`src/rtl/pipeline_hazard_ctrl_pkg.sv`:
```
// Shared types for the hazard/forwarding controller: the scoreboard entry,
// the forward-select width helper and the register-file select code.
package pipeline_hazard_ctrl_pkg;

   // Wide enough for any supported register-number width; narrower numbers are zero-extended.
   localparam int DEST_FIELD_WIDTH = 8;

   localparam int FWD_REGFILE = 0;

   typedef struct packed {
      logic                        valid;
      logic                        reg_write;
      logic                        is_load;
      logic [DEST_FIELD_WIDTH-1:0] dest;
   } sb_entry_t;

   localparam sb_entry_t SB_BUBBLE = '0;

   function automatic int sel_width(input int stages);
      return $clog2(stages + 1);
   endfunction

endpackage

```
`src/rtl/pipeline_hazard_match.sv`:
```
// Finds the youngest in-flight writer of one ID source register and reports
// whether its result will be available by the time the consumer reaches EX.
module hazard_match
   import pipeline_hazard_ctrl_pkg::*;
#(
   parameter  int STAGES        = 3,
   parameter  int REG_NUM_WIDTH = 5,
   parameter  int ALU_READY     = 1,
   parameter  int LOAD_READY    = 2,
   localparam int SEL_WIDTH     = sel_width(STAGES)
) (
   input  sb_entry_t                entries [STAGES],
   input  logic [REG_NUM_WIDTH-1:0] src,
   input  logic                     uses,
   output logic [SEL_WIDTH-1:0]     idx,
   output logic                     hit,
   output logic                     ready
);

   logic [DEST_FIELD_WIDTH-1:0] src_ext;

   assign src_ext = DEST_FIELD_WIDTH'(src);

   // NOTE: every output gets a default before the loop so no latch is inferred.
   always_comb begin
      hit   = 1'b0;
      idx   = '0;
      ready = 1'b0;
      // Oldest first, so the youngest match is the last one to overwrite.
      for (int i = STAGES - 1; i >= 0; i--) begin
         if (uses && entries[i].valid && entries[i].reg_write &&
             entries[i].dest != '0 && entries[i].dest == src_ext) begin
            hit   = 1'b1;
            idx   = SEL_WIDTH'(i);
            ready = (i + 1) >= (entries[i].is_load ? LOAD_READY : ALU_READY);
         end
      end
   end

endmodule

```
`src/rtl/pipeline_hazard_ctrl.sv`:
```
// Hazard and forwarding controller: tracks in-flight writers per stage, stalls
// load-use hazards, squashes on taken branches and registers EX forward-selects.
module pipeline_hazard_ctrl
   import pipeline_hazard_ctrl_pkg::*;
#(
   parameter  int STAGES        = 3,
   parameter  int REG_NUM_WIDTH = 5,
   parameter  int ALU_READY     = 1,
   parameter  int LOAD_READY    = 2,
   parameter  int BR_STAGE      = 1,
   parameter  int CNT_WIDTH     = 32,
   localparam int SEL_WIDTH     = sel_width(STAGES)
) (
   input  logic                     clk,
   input  logic                     rst,
   input  logic                     idValid,
   input  logic [REG_NUM_WIDTH-1:0] idRs,
   input  logic [REG_NUM_WIDTH-1:0] idRt,
   input  logic                     idUsesRs,
   input  logic                     idUsesRt,
   input  logic                     idRegWrite,
   input  logic [REG_NUM_WIDTH-1:0] idDest,
   input  logic                     idIsLoad,
   input  logic                     brTaken,
   output logic                     pcHold,
   output logic                     ifidHold,
   output logic                     ifidFlush,
   output logic                     idexBubble,
   output logic [STAGES-1:0]        stageKill,
   output logic [SEL_WIDTH-1:0]     fwdSelA,
   output logic [SEL_WIDTH-1:0]     fwdSelB,
   output logic [CNT_WIDTH-1:0]     stallCount,
   output logic [CNT_WIDTH-1:0]     flushCount
);

   if (ALU_READY > LOAD_READY || LOAD_READY > STAGES || BR_STAGE >= STAGES ||
       REG_NUM_WIDTH > DEST_FIELD_WIDTH) begin : g_param_check
      $error("pipeline_hazard_ctrl: illegal parameter combination");
   end

   localparam logic [SEL_WIDTH-1:0] LAST_IDX = SEL_WIDTH'(STAGES - 1);
   localparam logic [SEL_WIDTH-1:0] SEL_RF   = SEL_WIDTH'(FWD_REGFILE);

   sb_entry_t            entries [STAGES];
   sb_entry_t            id_entry;
   logic [SEL_WIDTH-1:0] idx_a, idx_b;
   logic                 hit_a, hit_b, ready_a, ready_b;
   logic                 stall, issue;
   logic [SEL_WIDTH-1:0] sel_a_next, sel_b_next;

   hazard_match #(
      .STAGES       (STAGES),
      .REG_NUM_WIDTH(REG_NUM_WIDTH),
      .ALU_READY    (ALU_READY),
      .LOAD_READY   (LOAD_READY)
   ) u_match_a (
      .entries(entries),
      .src    (idRs),
      .uses   (idValid & idUsesRs),
      .idx    (idx_a),
      .hit    (hit_a),
      .ready  (ready_a)
   );

   hazard_match #(
      .STAGES       (STAGES),
      .REG_NUM_WIDTH(REG_NUM_WIDTH),
      .ALU_READY    (ALU_READY),
      .LOAD_READY   (LOAD_READY)
   ) u_match_b (
      .entries(entries),
      .src    (idRt),
      .uses   (idValid & idUsesRt),
      .idx    (idx_b),
      .hit    (hit_b),
      .ready  (ready_b)
   );

   always_comb begin
      id_entry           = SB_BUBBLE;
      id_entry.valid     = idValid;
      id_entry.reg_write = idRegWrite;
      id_entry.is_load   = idIsLoad;
      id_entry.dest      = DEST_FIELD_WIDTH'(idDest);
   end

   // A taken branch squashes ID, so it masks any hazard the ID instruction has.
   always_comb begin
      stall = idValid && !brTaken && ((hit_a && !ready_a) || (hit_b && !ready_b));
      issue = !stall && !brTaken;
      // A match in the last stage has retired into the register file by EX time.
      sel_a_next = (issue && hit_a && idx_a != LAST_IDX) ? idx_a + SEL_WIDTH'(1) : SEL_RF;
      sel_b_next = (issue && hit_b && idx_b != LAST_IDX) ? idx_b + SEL_WIDTH'(1) : SEL_RF;
   end

   always_comb begin
      stageKill = '0;
      for (int k = 0; k < STAGES; k++) begin
         stageKill[k] = brTaken && (k < BR_STAGE);
      end
   end

   assign pcHold     = stall;
   assign ifidHold   = stall;
   assign ifidFlush  = brTaken;
   assign idexBubble = stall | brTaken;

   // NOTE: state is updated with non-blocking assignments so every entry shifts from its pre-edge neighbour.
   always_ff @(posedge clk) begin
      if (rst) begin
         for (int i = 0; i < STAGES; i++) begin
            entries[i] <= SB_BUBBLE;
         end
         fwdSelA    <= SEL_RF;
         fwdSelB    <= SEL_RF;
         stallCount <= '0;
         flushCount <= '0;
      end else begin
         entries[0] <= (stall || brTaken) ? SB_BUBBLE : id_entry;
         for (int i = 1; i < STAGES; i++) begin
            entries[i] <= (brTaken && i <= BR_STAGE) ? SB_BUBBLE : entries[i-1];
         end
         fwdSelA <= sel_a_next;
         fwdSelB <= sel_b_next;
         if (stall && stallCount != '1) begin
            stallCount <= stallCount + CNT_WIDTH'(1);
         end
         if (brTaken && flushCount != '1) begin
            flushCount <= flushCount + CNT_WIDTH'(1);
         end
      end
   end

endmodule
```
`config.mk`:
```
export PLATFORM = sky130hd
export DESIGN_NAME = pipeline_hazard_ctrl
export DESIGN_NICKNAME = d
export VERILOG_FILES = /design/src/rtl/pipeline_hazard_ctrl_pkg.sv /design/src/rtl/pipeline_hazard_match.sv /design/src/rtl/pipeline_hazard_ctrl.sv
export SDC_FILE = /design/constraint.sdc
export NUM_CORES = 1
export LEC_CHECK = 0
export BUFFER_PORTS_ARGS = -buffer_cell sky130_fd_sc_hd__clkbuf_2
export CORE_MARGIN = 5
export CORE_UTILIZATION = 30
export DETAILED_ROUTE_END_ITERATION = 8
export PLACE_DENSITY = 0.6
export SLEW_MARGIN = 10
export SYNTH_ARGS = -nofsm -noshare
export SYNTH_HDL_FRONTEND = slang
export SYNTH_SLANG_ARGS = --single-unit
```
`constraint.sdc`:
```
create_clock -name clk -period 4.3 [get_ports clk]
set_input_delay 0.43 -clock clk [delete_from_list [all_inputs] [get_ports clk]]
set_output_delay 0.43 -clock clk [all_outputs]
set_load 0.05 [all_outputs]
```
==> qor.txt, run 1 <==
leading register cell type out of synthesis = sky130_fd_sc_hd__dfxtp_1
most frequent cells in the layout = sky130_fd_sc_hd__clkbuf_2, sky130_fd_sc_hd__dfxtp_1, sky130_fd_sc_hd__nor2_1, sky130_fd_sc_hd__xnor2_1, sky130_fd_sc_hd__nand2_1
synthesized instance count = 519
worst endpoint required time = 3870 ps
initial antenna violation count = 0
highest net fanout along the worst path = 21
Root Buffer Master = sky130_fd_sc_hd__clkbuf_16
share of the core filled with cells = 36.5%
core region area = 0.0145 mm²
# resized after CTS = 0
number of setup buffers added after CTS = 0
average via count per standard cell = 5.28
GRT Resource Usage Total = 13.3%
global-route congestion overflow total = 0
f_max = 0.366 GHz
cts bufs inserted = 9
Layout area overhead = 19.8%
mean instance size in the synthesized netlist = 8.54 µm²
flops & latches, synth = 90
overall via count from detail_route = 4,173
TritonCTS clock tree = done
nature of the critical path endpoint = output port
synth top area cells = sky130_fd_sc_hd__dfxtp_1, sky130_fd_sc_hd__xnor2_1, sky130_fd_sc_hd__a21oi_1
DRC violations left = 0
depth of the most critical reg-to-reg path = 7
pin count of the biggest net entering global routing = 60
signal arrival time at the worst endpoint = 2300 ps
cell type with the largest total area after synthesis = sky130_fd_sc_hd__dfxtp_1
First-pass DRT Iterations = 4
kind of launch point of the worst setup path = register
final critical-path required period = 2730 ps
worst reg2reg endpoint = stallCount[8]
beginning of the worst register-to-register path = entries[24]
CTS clock-pin slew for the worst setup and hold paths = 70 ps
horizontal die dimension = 132 µm
final routed wire length divided by cell count = 15.0 µm
Final GP Congestion = 0.880
power density of the placed cells = 313 mW/mm²
H-tree levels = 3
most common cell after layout, fill and taps aside = sky130_fd_sc_hd__clkbuf_2
area enclosed by the die boundary = 0.0173 mm²
clock skew after layout = 11.8 ps
HPWL after detailed placement = 8660 µm
number of nets still failing antenna checks after routing = 0
Slew @ Worst Pin = 747 ps
leakage power of the design = 1.92 nW
initial detailed-routing violation count = 290
kind of path behind the tightest hold check = input port to register
destination of the worst hold path = entries[30]
max-slew violation count = 0
unrepaired setup endpoints after global routing = no
run status = complete, no violations
initial core utilization = 30.5%
share of layout cells above drive strength 1 = 21.9%
Final Power = 0.00166 W
worst setup slack for register-to-register paths = 1580 ps
ratio of final minimum period to clock period = 63.5%
first-pass GRT wire length = 19,600 µm
Max Root-Sink Buffers = 2
portion of synthesized cell area occupied by the leading cell type = 40.7%
final count of negative-setup-slack endpoints = 0
total of max-cap violations = 0
final non-filler cell total = 790
startpoint-to-endpoint class of the critical path = register to output port
worst relative slew slack = 49.9%
total instance count after detailed placement = 774
source-to-sink clock delay at the later pin of the worst-skew pair = 350 ps
diode insertion count for antenna repair = 0
hold buffers post-CTS = 0
buffers added on ports = 95
final hold violation count = 0
post-synthesis instance area = 0.00443 mm²
Core Rows = 44
CTS Sinks = 90
nets@finish = 628
number of different library cells in the post-synthesis netlist = 46
launch instance of the worst min-delay path = idIsLoad
post-synthesis sequential area ratio = 40.7%
async set-or-reset flop fraction in the synthesized netlist = 0%
total wire length after detailed routing = 11,800 µm
via count of the first global-routing pass = 4,161
I/O pin cnt = 98
die boundary height = 132 µm
cell count of the worst hold path = 2
setup total negative slack = 0 ps
Peak VDD IR = 0.159 mV
Post-synth EDFFs = 0
Syn. warnings = 0
kinds of logic (layout without fill, tap and decap cells):
| logic type | count (synthesis) | count (layout) | synth area share (%) |
|---|---|---|---|
| xor+xnor | 54 | 54 | 10.7 |
| buf+inv | 35 | 121 | 3.70 |
| flops | 90 | 90 | 40.7 |
| fa+ha+maj | 4 | 4 | 1.13 |
| simple gates | 248 | 248 | 31.1 |
| other cells | 1 | 2 | 0.0846 |
| compound gates | 80 | 80 | 10.9 |
| mux | 7 | 7 | 1.78 |
worst max-delay path by stage:
stage                endpoint          start  depth (start not counted)
2_1_floorplan  flushCount[29]  flushCount[5]                          8
3_3_place_gp    stallCount[8]        idRs[3]                          8
3_5_place_dp    stallCount[8]        idRt[2]                          8
4_1_cts                pcHold    entries[24]                          6
5_1_grt        stallCount[29]  stallCount[0]                          6
6_report               pcHold    entries[24]                          6
cell usage after synthesis, drive strengths merged, types with 4 or more instances:
cell type,n
ha,4
nor3,11
nor2,44
nor4,14
or3,14
nor2b,17
nand2,39
xnor2,38
nand4,23
nand3b,4
or2,4
buf,12
inv,7
xor2,16
and2,9
or4,22
dfxtp,90
and4,5
a21oi,35
o31ai,17
o21ai,15
mux2,7
and3,16
clkbuf,16
nand3,21
sequential cells by signal, summed over array words and instances, names as in the netlist:
register and flops:
entries 22, flushCount 32, fwdSelA 2, fwdSelB 2
stallCount 32
metal layers:
| layer | vias to the layer above | track usage, % | part of all wire, % |
|---|---|---|---|
| met5 | - | 0 | 0 |
| met2 | 93 | 22.3 | 49 |
| met4 | 0 | 6.46 | 2.0 |
| met1 | 2028 | 15.8 | 44 |
| li1 | 2033 | - | - |
| met3 | 19 | 3.59 | 5.1 |
power breakdown:
group	switching (W)	leakage [nW]	internal, W	total (W)
Combinational	0.0000569	1.07	0.0000305	0.0000875
Sequential	0.00000804	0.727	0.000840	0.000848
Clock	0.000336	0.125	0.000392	0.000728
worst max-delay path: stages (launching register included):
cell and delay [ps]:
sky130_fd_sc_hd__dfxtp_1 430, sky130_fd_sc_hd__xnor2_1 180, sky130_fd_sc_hd__nand4_1 160, sky130_fd_sc_hd__nor3_1 480, sky130_fd_sc_hd__o21bai_4 240, sky130_fd_sc_hd__inv_1 160
sky130_fd_sc_hd__clkbuf_2 290
layout make-up:
class / count / area, µm²
multi-input combinational: 395 / 2480
inverter: 7 / 26.3
tap: 184 / 230
sequential: 90 / 1800
clock buffer: 10 / 229
clock inverter: 6 / 41.3
fill: 1507 / 9230
timing repair buffer: 98 / 498
through the flow:
step | cell area, µm² | setup WS [ps] | hold slack, ps
2_1_floorplan | 4430 | 1770 | 430
3_3_place_gp | 5040 | 1530 | 443
3_5_place_dp | 5040 | 1480 | 452
4_1_cts | 5310 | 1570 | 296
5_1_grt | 5310 | 1420 | 298
6_report | 5310 | 1570 | 307
Note: power is estimated with default switching activity, not from simulation.
==> inputs of run 2 (changes only) <==
--- a/config.mk
+++ b/config.mk
@@ -9,7 +9,7 @@
 export CORE_MARGIN = 5
 export CORE_UTILIZATION = 30
 export DETAILED_ROUTE_END_ITERATION = 8
-export PLACE_DENSITY = 0.6
+export PLACE_DENSITY = 0.62
 export SLEW_MARGIN = 10
 export SYNTH_ARGS = -nofsm -noshare
 export SYNTH_HDL_FRONTEND = slang
==> constraint.sdc (replaced) <==
create_clock -name clk -period 2.4 [get_ports clk]
set_input_delay 0.24 -clock clk [delete_from_list [all_inputs] [get_ports clk]]
set_output_delay 0.24 -clock clk [all_outputs]
set_load 0.05 [all_outputs]
==> run 2 against run 1 <==
Compared with the run above:
- first-iteration DRC count up 11%
- sequential share of layout area down 1.4 points
- setup slack worse by 1500 ps
- cell area up 5.2%
- core utilization up 1.9 points
- non-clock buffer count up 17
- clock power up 100%
- hold slack worse by 180 ps
- die area unchanged
- register-to-register slack worse by 1500 ps
- clock skew down 2.1 ps
- flip-flop and latch count unchanged
- critical path type unchanged
==> qor.txt, run 2 (synthesized netlist as in run 1, its figures left out) <==
cell count of the worst hold path = 2 (unchanged)
initial antenna violation count = 0 (unchanged)
biggest regs = flushCount: 32 flops, stallCount: 32 flops, entries: 22 flops (unchanged)
area enclosed by the die boundary = 0.0173 mm² (unchanged)
worst relative slew slack = 44.4% (was 49.9%)
proportion of power drawn by the clock network = 46.8% (was 43.8%)
depth of the most critical reg-to-reg path = 9 (was 7)
internal power contribution = 0.00243 W (was 0.00126 W)
first-pass GRT wire length = 19,800 µm (was 19,600 µm)
Final GP Congestion = 0.839 (was 0.880)
total wire length after detailed routing = 11,900 µm (was 11,800 µm)
Slew @ Worst Pin = 834 ps (was 747 ps)
most common cell after layout, fill and taps aside = sky130_fd_sc_hd__clkbuf_2 (unchanged)
I/O pin cnt = 98 (unchanged)
DRC violations left = 0 (unchanged)
Layout area overhead = 26.0% (was 19.8%)
Register Area = 0.00182 mm² (was 0.00180 mm²)
cells along the critical path = or3_1, o311a_4, nand4_1, o21bai_4, buf_6, inv_1, clkbuf_4 (was xnor2_1, nand4_1, nor3_1, o21bai_4, inv_1, clkbuf_2)
diode insertion count for antenna repair = 0 (unchanged)
horizontal die dimension = 132 µm (unchanged)
CTS clock-pin slew for the worst setup and hold paths = 60 ps (was 70 ps)
Max Root-Sink Buffers = 2 (unchanged)
cts bufs inserted = 9 (unchanged)
final worst-path setup slack = 60.8 ps (was 1570 ps)
First-pass DRT Iterations = 4 (unchanged)
final hold violation count = 0 (unchanged)
average via count per standard cell = 5.12 (was 5.28)
signal arrival time at the worst endpoint = 2100 ps (was 2300 ps)
total instance count after detailed placement = 788 (was 774)
Setup Slack @ Placement = 54.0 ps (was 1480 ps)
pin count of the biggest net entering global routing = 79 (was 60)
relative contribution of sequential cells to total power = 48.0% (was 51.0%)
HPWL after detailed placement = 8830 µm (was 8660 µm)
net switching power = 0.000728 W (was 0.000401 W)
share of layout cells above drive strength 1 = 27.8% (was 21.9%)
power density of the placed cells = 566 mW/mm² (was 313 mW/mm²)
final routed wire length divided by cell count = 14.7 µm (was 15.0 µm)
startpoint-to-endpoint class of the critical path = register to output port (unchanged)
f_max = 0.427 GHz
most frequent cells in the layout = sky130_fd_sc_hd__clkbuf_2, sky130_fd_sc_hd__dfxtp_1, sky130_fd_sc_hd__nor2_1, sky130_fd_sc_hd__xnor2_1, sky130_fd_sc_hd__nand2_1 (unchanged)
stage delay of the slowest cell on the critical path = 380 ps (was 480 ps)
fillers = 1,480 (was 1,507)
Peak VDD IR = 0.272 mV (was 0.159 mV)
H-tree levels = 3 (unchanged)
initial core utilization = 30.5% (unchanged)
setup total negative slack = 0 ps (unchanged)
placement-stage cell area = 0.00516 mm² (was 0.00504 mm²)
GRT Resource Usage Total = 13.7% (was 13.3%)
Switching Fraction = 23.0% (was 24.1%)
unrepaired setup endpoints after global routing = yes (was no)
part of the total power dissipated in combinational logic = 5.2% (was 5.3%)
area occupied by multi-input gates = 0.00255 mm² (was 0.00248 mm²)
via count of the first global-routing pass = 3,919 (was 4,161)
final non-filler cell total = 807 (was 790)
die boundary height = 132 µm (unchanged)
run status = complete, no violations (unchanged)
global-route congestion overflow total = 0 (unchanged)
worst setup slack for register-to-register paths = 100 ps (was 1580 ps)
ratio of final minimum period to clock period = 97.5%
hold buffers post-CTS = 0 (unchanged)
number of nets still failing antenna checks after routing = 0 (unchanged)
Final Power = 0.00316 W (was 0.00166 W)
CP bufs+invs = 3 (was 2)
worst endpoint required time = 2160 ps (was 3870 ps)
total of max-cap violations = 0 (unchanged)
TritonCTS clock tree = done (unchanged)
area of all placed cells without fillers = 0.00558 mm² (was 0.00531 mm²)
critical-path cell with the highest stage delay = sky130_fd_sc_hd__or3_1 (was sky130_fd_sc_hd__nor3_1)
CTS Sinks = 90 (unchanged)
buffers added on ports = 95 (unchanged)
Root Buffer Master = sky130_fd_sc_hd__clkbuf_16 (unchanged)
final count of negative-setup-slack endpoints = 0 (unchanged)
kind of launch point of the worst setup path = register (unchanged)
core region area = 0.0145 mm² (unchanged)
kind of path behind the tightest hold check = input port to register (unchanged)
leakage power of the design = 2.07 nW (was 1.92 nW)
nature of the critical path endpoint = output port (unchanged)
clock skew after layout = 9.62 ps (was 11.8 ps)
source-to-sink clock delay at the later pin of the worst-skew pair = 350 ps (about the same)
overall via count from detail_route = 4,130 (was 4,173)
Core Rows = 44 (unchanged)
highest net fanout along the worst path = 5 (was 21)
max-slew violation count = 0 (unchanged)
final critical-path required period = 2340 ps
nets@finish = 645 (was 628)
critical path's top delay family = compound AO/OA/AOI/OAI gates (was simple AND/OR/NAND/NOR gates)
initial detailed-routing violation count = 322 (was 290)
path length in cells of the critical path = 7 (was 6)
[run 2: changes by cell type in the layout (fill, tap and decap cells not counted), moves of 2 or more]
cell                         previous run  this run
sky130_fd_sc_hd__buf_4                  3        18
sky130_fd_sc_hd__dfxtp_1               90        77
sky130_fd_sc_hd__dfxtp_2                0        13
sky130_fd_sc_hd__nor4_1                14        10
sky130_fd_sc_hd__nor4_2                 0         3
sky130_fd_sc_hd__a2111oi_0              2         0
sky130_fd_sc_hd__a2111oi_2              0         2
sky130_fd_sc_hd__clkbuf_2              95        93
sky130_fd_sc_hd__clkbuf_4               0         2
sky130_fd_sc_hd__clkbuf_8               0         2
sky130_fd_sc_hd__clkinvlp_4             3         1
[run 2: worst register-to-register path, stage by stage, from the launching register on]
cell	delay, ps
sky130_fd_sc_hd__dfxtp_2	340
sky130_fd_sc_hd__xnor2_1	170
sky130_fd_sc_hd__nand4_1	150
sky130_fd_sc_hd__nor3_1	200
sky130_fd_sc_hd__buf_4	160
sky130_fd_sc_hd__o21bai_4	100
sky130_fd_sc_hd__buf_4	170
sky130_fd_sc_hd__buf_12	170
sky130_fd_sc_hd__nor4_1	370
sky130_fd_sc_hd__mux2_2	370
[run 2: path summary, 6_finish.rpt]
kind	startpoint	end
worst max-delay path	entries[22]	pcHold
worst min-delay path	idRegWrite	entries[31]
worst max register to register	entries[23]	stallCount[27]
worst min register to register	entries[20]	entries[9]
[run 2: area by class of cell]
cell class              instances  area share (%)
multi-input cells             395            45.6
clock buffers                  11            4.53
clock inverters                 5            1.08
repair buffers                115            11.6
well taps                     184            4.13
flip-flops and latches         90            32.6
inverters                       7           0.471
[run 2: per-layer routing]
metal / wire length (µm) / GRT usage, %
met1: 5330 / 16.8
met3: 558 / 3.48
met2: 5750 / 22.9
met5: 0 / 0
met4: 256 / 5.89
[run 2: stage by stage]
stage	hold slack, ps	util, %
after detailed placement	464	35.5
final	130	38.4
after CTS	118	37.9
after floorplan	386	-
after global routing	129	38.4
after global placement	462	35.5
[run 2: power groups by stage]
stage	sequential, W	clock [W]	combinational (W)
2_1_floorplan	0.00156	0	0.0000943
3_3_place_gp	0.00155	0	0.000161
3_5_place_dp	0.00155	0	0.000165
4_1_cts	0.00152	0.00152	0.000166
5_1_grt	0.00152	0.00157	0.000181
6_report	0.00152	0.00148	0.000164
[run 2: what timing repair did]
action / 4_1_cts / 5_1_grt
gates cloned: 0 / 0
endpoints found under the setup margin: 2 / 28
setup buffers: 3 / 0
gates resized for setup: 3 / 16
pin swaps: 0 / 1
==> inputs of run 3 (changes only) <==
--- a/config.mk
+++ b/config.mk
@@ -7,9 +7,9 @@
 export LEC_CHECK = 0
 export BUFFER_PORTS_ARGS = -buffer_cell sky130_fd_sc_hd__clkbuf_2
 export CORE_MARGIN = 5
-export CORE_UTILIZATION = 30
+export CORE_UTILIZATION = 40
 export DETAILED_ROUTE_END_ITERATION = 8
-export PLACE_DENSITY = 0.62
+export PLACE_DENSITY = 0.75
 export SLEW_MARGIN = 10
 export SYNTH_ARGS = -nofsm -noshare
 export SYNTH_HDL_FRONTEND = slang
==> run 3 against run 2 <==
Compared with the run above:
- count of clock-buffer cells in the layout is 2 lower
- via count is 1.3% higher
- flip-flop and latch count stayed put
- core utilization is 12 points higher
- power is 11% lower
- clock skew is 4.1 ps lower
- critical path depth stayed put
- sequential share of layout area is 1.1 points higher
- non-clock buffer count is 3 lower
- setup slack better by 59 ps
- final cell count is 5.7% lower
- largest cell class unchanged
- largest power group unchanged
==> qor.txt, run 3 (synthesized netlist as in run 1, its figures left out) <==
run status = complete, no violations (unchanged)
TritonCTS clock tree = done (unchanged)
final routed wire length divided by cell count = 15.0 µm (was 14.7 µm)
critical-path cell with the highest stage delay = sky130_fd_sc_hd__or3_4 (was sky130_fd_sc_hd__or3_1)
internal power contribution = 0.00214 W (was 0.00243 W)
clock skew after layout = 5.49 ps (was 9.62 ps)
initial antenna violation count = 1 (was 0)
CTS clock-pin slew for the worst setup and hold paths = 90 ps (was 60 ps)
proportion of power drawn by the clock network = 40.6% (was 46.8%)
most frequent cells in the layout = sky130_fd_sc_hd__clkbuf_2, sky130_fd_sc_hd__dfxtp_1, sky130_fd_sc_hd__nor2_1, sky130_fd_sc_hd__xnor2_1, sky130_fd_sc_hd__nand2_1 (unchanged)
Final Power = 0.00282 W (was 0.00316 W)
number of nets still failing antenna checks after routing = 0 (unchanged)
max-slew violation count = 0 (unchanged)
final worst-path setup slack = 120 ps (was 60.8 ps)
Switching Fraction = 24.0% (was 23.0%)
source-to-sink clock delay at the later pin of the worst-skew pair = 370 ps (was 350 ps)
biggest regs = flushCount: 32 flops, stallCount: 32 flops, entries: 22 flops (unchanged)
nets@finish = 642 (was 645)
relative contribution of sequential cells to total power = 53.8% (was 48.0%)
die boundary height = 115 µm (was 132 µm)
worst endpoint required time = 2160 ps (about the same)
Final GP Congestion = 0.856 (was 0.839)
final critical-path required period = 2280 ps (was 2340 ps)
part of the total power dissipated in combinational logic = 5.7% (was 5.2%)
pin count of the biggest net entering global routing = 79 (unchanged)
First-pass DRT Iterations = 4 (unchanged)
final count of negative-setup-slack endpoints = 0 (unchanged)
ratio of final minimum period to clock period = 95.0% (was 97.5%)
H-tree levels = 3 (unchanged)
cts bufs inserted = 9 (unchanged)
final non-filler cell total = 761 (was 807)
Peak VDD IR = 0.338 mV (was 0.272 mV)
cell with the most instances on the worst path = sky130_fd_sc_hd__buf_6
global-route congestion overflow total = 0 (unchanged)
initial detailed-routing violation count = 331 (was 322)
DRC violations left = 0 (unchanged)
average via count per standard cell = 5.50 (was 5.12)
buffers added on ports = 95 (unchanged)
cells along the critical path = or3_4, o311a_4, nand4_1, o21bai_4, buf_6, inv_2, buf_6 (was or3_1, o311a_4, nand4_1, o21bai_4, buf_6, inv_1, clkbuf_4)
signal arrival time at the worst endpoint = 2040 ps (was 2100 ps)
leakage power of the design = 1.99 nW (was 2.07 nW)
kind of path behind the tightest hold check = input port to register (unchanged)
worst setup slack for register-to-register paths = 130 ps (was 100 ps)
GRT Resource Usage Total = 17.1% (was 13.7%)
Max Root-Sink Buffers = 2 (unchanged)
worst relative slew slack = 44.9% (was 44.4%)
share of the core filled with cells = 49.9% (was 38.4%)
total wire length after detailed routing = 11,400 µm (was 11,900 µm)
share of layout cells above drive strength 1 = 27.6% (was 27.8%)
CP bufs+invs = 3 (unchanged)
Slew @ Worst Pin = 826 ps (was 834 ps)
Setup Slack @ Placement = 22.6 ps (was 54.0 ps)
via count of the first global-routing pass = 3,951 (was 3,919)
total instance count after detailed placement = 739 (was 788)
net switching power = 0.000676 W (was 0.000728 W)
f_max = 0.439 GHz (was 0.427 GHz)
final hold violation count = 0 (unchanged)
critical path's top delay family = compound AO/OA/AOI/OAI gates (unchanged)
most common cell after layout, fill and taps aside = sky130_fd_sc_hd__clkbuf_2 (unchanged)
Root Buffer Master = sky130_fd_sc_hd__clkbuf_8 (was sky130_fd_sc_hd__clkbuf_16)
kind of launch point of the worst setup path = register (unchanged)
stage delay of the slowest cell on the critical path = 380 ps (about the same)
power density of the placed cells = 521 mW/mm² (was 566 mW/mm²)
nature of the critical path endpoint = output port (unchanged)
CTS Sinks = 90 (unchanged)
I/O pin cnt = 98 (unchanged)
core region area = 0.0108 mm² (was 0.0145 mm²)
highest net fanout along the worst path = 6 (was 5)
overall via count from detail_route = 4,185 (was 4,130)
initial core utilization = 40.9% (was 30.5%)
Layout area overhead = 22.2% (was 26.0%)
Core Rows = 38 (was 44)
horizontal die dimension = 115 µm (was 132 µm)
HPWL after detailed placement = 8200 µm (was 8830 µm)
startpoint-to-endpoint class of the critical path = register to output port (unchanged)
total of max-cap violations = 0 (unchanged)
area enclosed by the die boundary = 0.0133 mm² (was 0.0173 mm²)
first-pass GRT wire length = 18,500 µm (was 19,800 µm)
==> run 3: area by class of cell <==
| cell class | count | area [µm²] |
|---|---|---|
| fillers | 1025 | 5430 |
| multi-input cells | 395 | 2540 |
| flip-flops and latches | 90 | 1820 |
| repair buffers | 112 | 632 |
| well taps | 140 | 175 |
| clock buffers | 9 | 124 |
| clock inverters | 7 | 93.8 |
| inverters | 7 | 26.3 |
| diodes | 1 | 2.50 |
==> run 3: power groups by stage <==
| stage | registers (W) | clock network [W] | logic (W) |
|---|---|---|---|
| global route | 0.00152 | 0.00123 | 0.000173 |
| CTS | 0.00152 | 0.00117 | 0.000158 |
| finish | 0.00152 | 0.00114 | 0.000160 |
| floorplan | 0.00156 | 0 | 0.0000943 |
| global placement | 0.00155 | 0 | 0.000153 |
| detailed placement | 0.00155 | 0 | 0.000157 |
==> run 3: worst paths after layout <==
path	depth (start not counted)	to	startpoint
max	7	pcHold	entries[23]
min	2	entries[25]	idDest[3]
max reg2reg	9	stallCount[10]	entries[25]
min reg2reg	1	entries[9]	entries[20]
==> run 3: per-stage QoR <==
step           setup TNS (ps)  hold slack (ps)  instance area (µm²)
2_1_floorplan               0              386                 4450
3_3_place_gp                0              445                 5070
3_5_place_dp                0              458                 5070
4_1_cts                     0             68.8                 5330
5_1_grt                 -2.93             81.9                 5410
6_report                    0             94.3                 5410
==> run 3: what timing repair did <==
action	4_1_cts	5_1_grt
hold buffers	0	0
setup endpoints to repair	3	19
gates resized for setup	4	20
pin swaps	0	2
buffers inserted	3	2
==> run 3: worst register-to-register path, stage by stage, from the launching register on <==
cell and delay [ps]:
sky130_fd_sc_hd__dfxtp_1 410, sky130_fd_sc_hd__xnor2_1 140, sky130_fd_sc_hd__nand4_1 120, sky130_fd_sc_hd__nor3_1 200, sky130_fd_sc_hd__buf_4 170, sky130_fd_sc_hd__o21bai_4 90
sky130_fd_sc_hd__buf_4 160, sky130_fd_sc_hd__buf_12 160, sky130_fd_sc_hd__nor4_1 350, sky130_fd_sc_hd__mux2_2 380
==> run 3: per-layer routing <==
| metal | vias to the layer above | wire, µm | global-route usage, % |
|---|---|---|---|
| met1 | 1968 | 4980 | 20.7 |
| met4 | 0 | 396 | 8.53 |
| met5 | - | 0 | 0 |
| met3 | 31 | 593 | 3.89 |
| met2 | 119 | 5430 | 28.4 |
| li1 | 2067 | - | - |
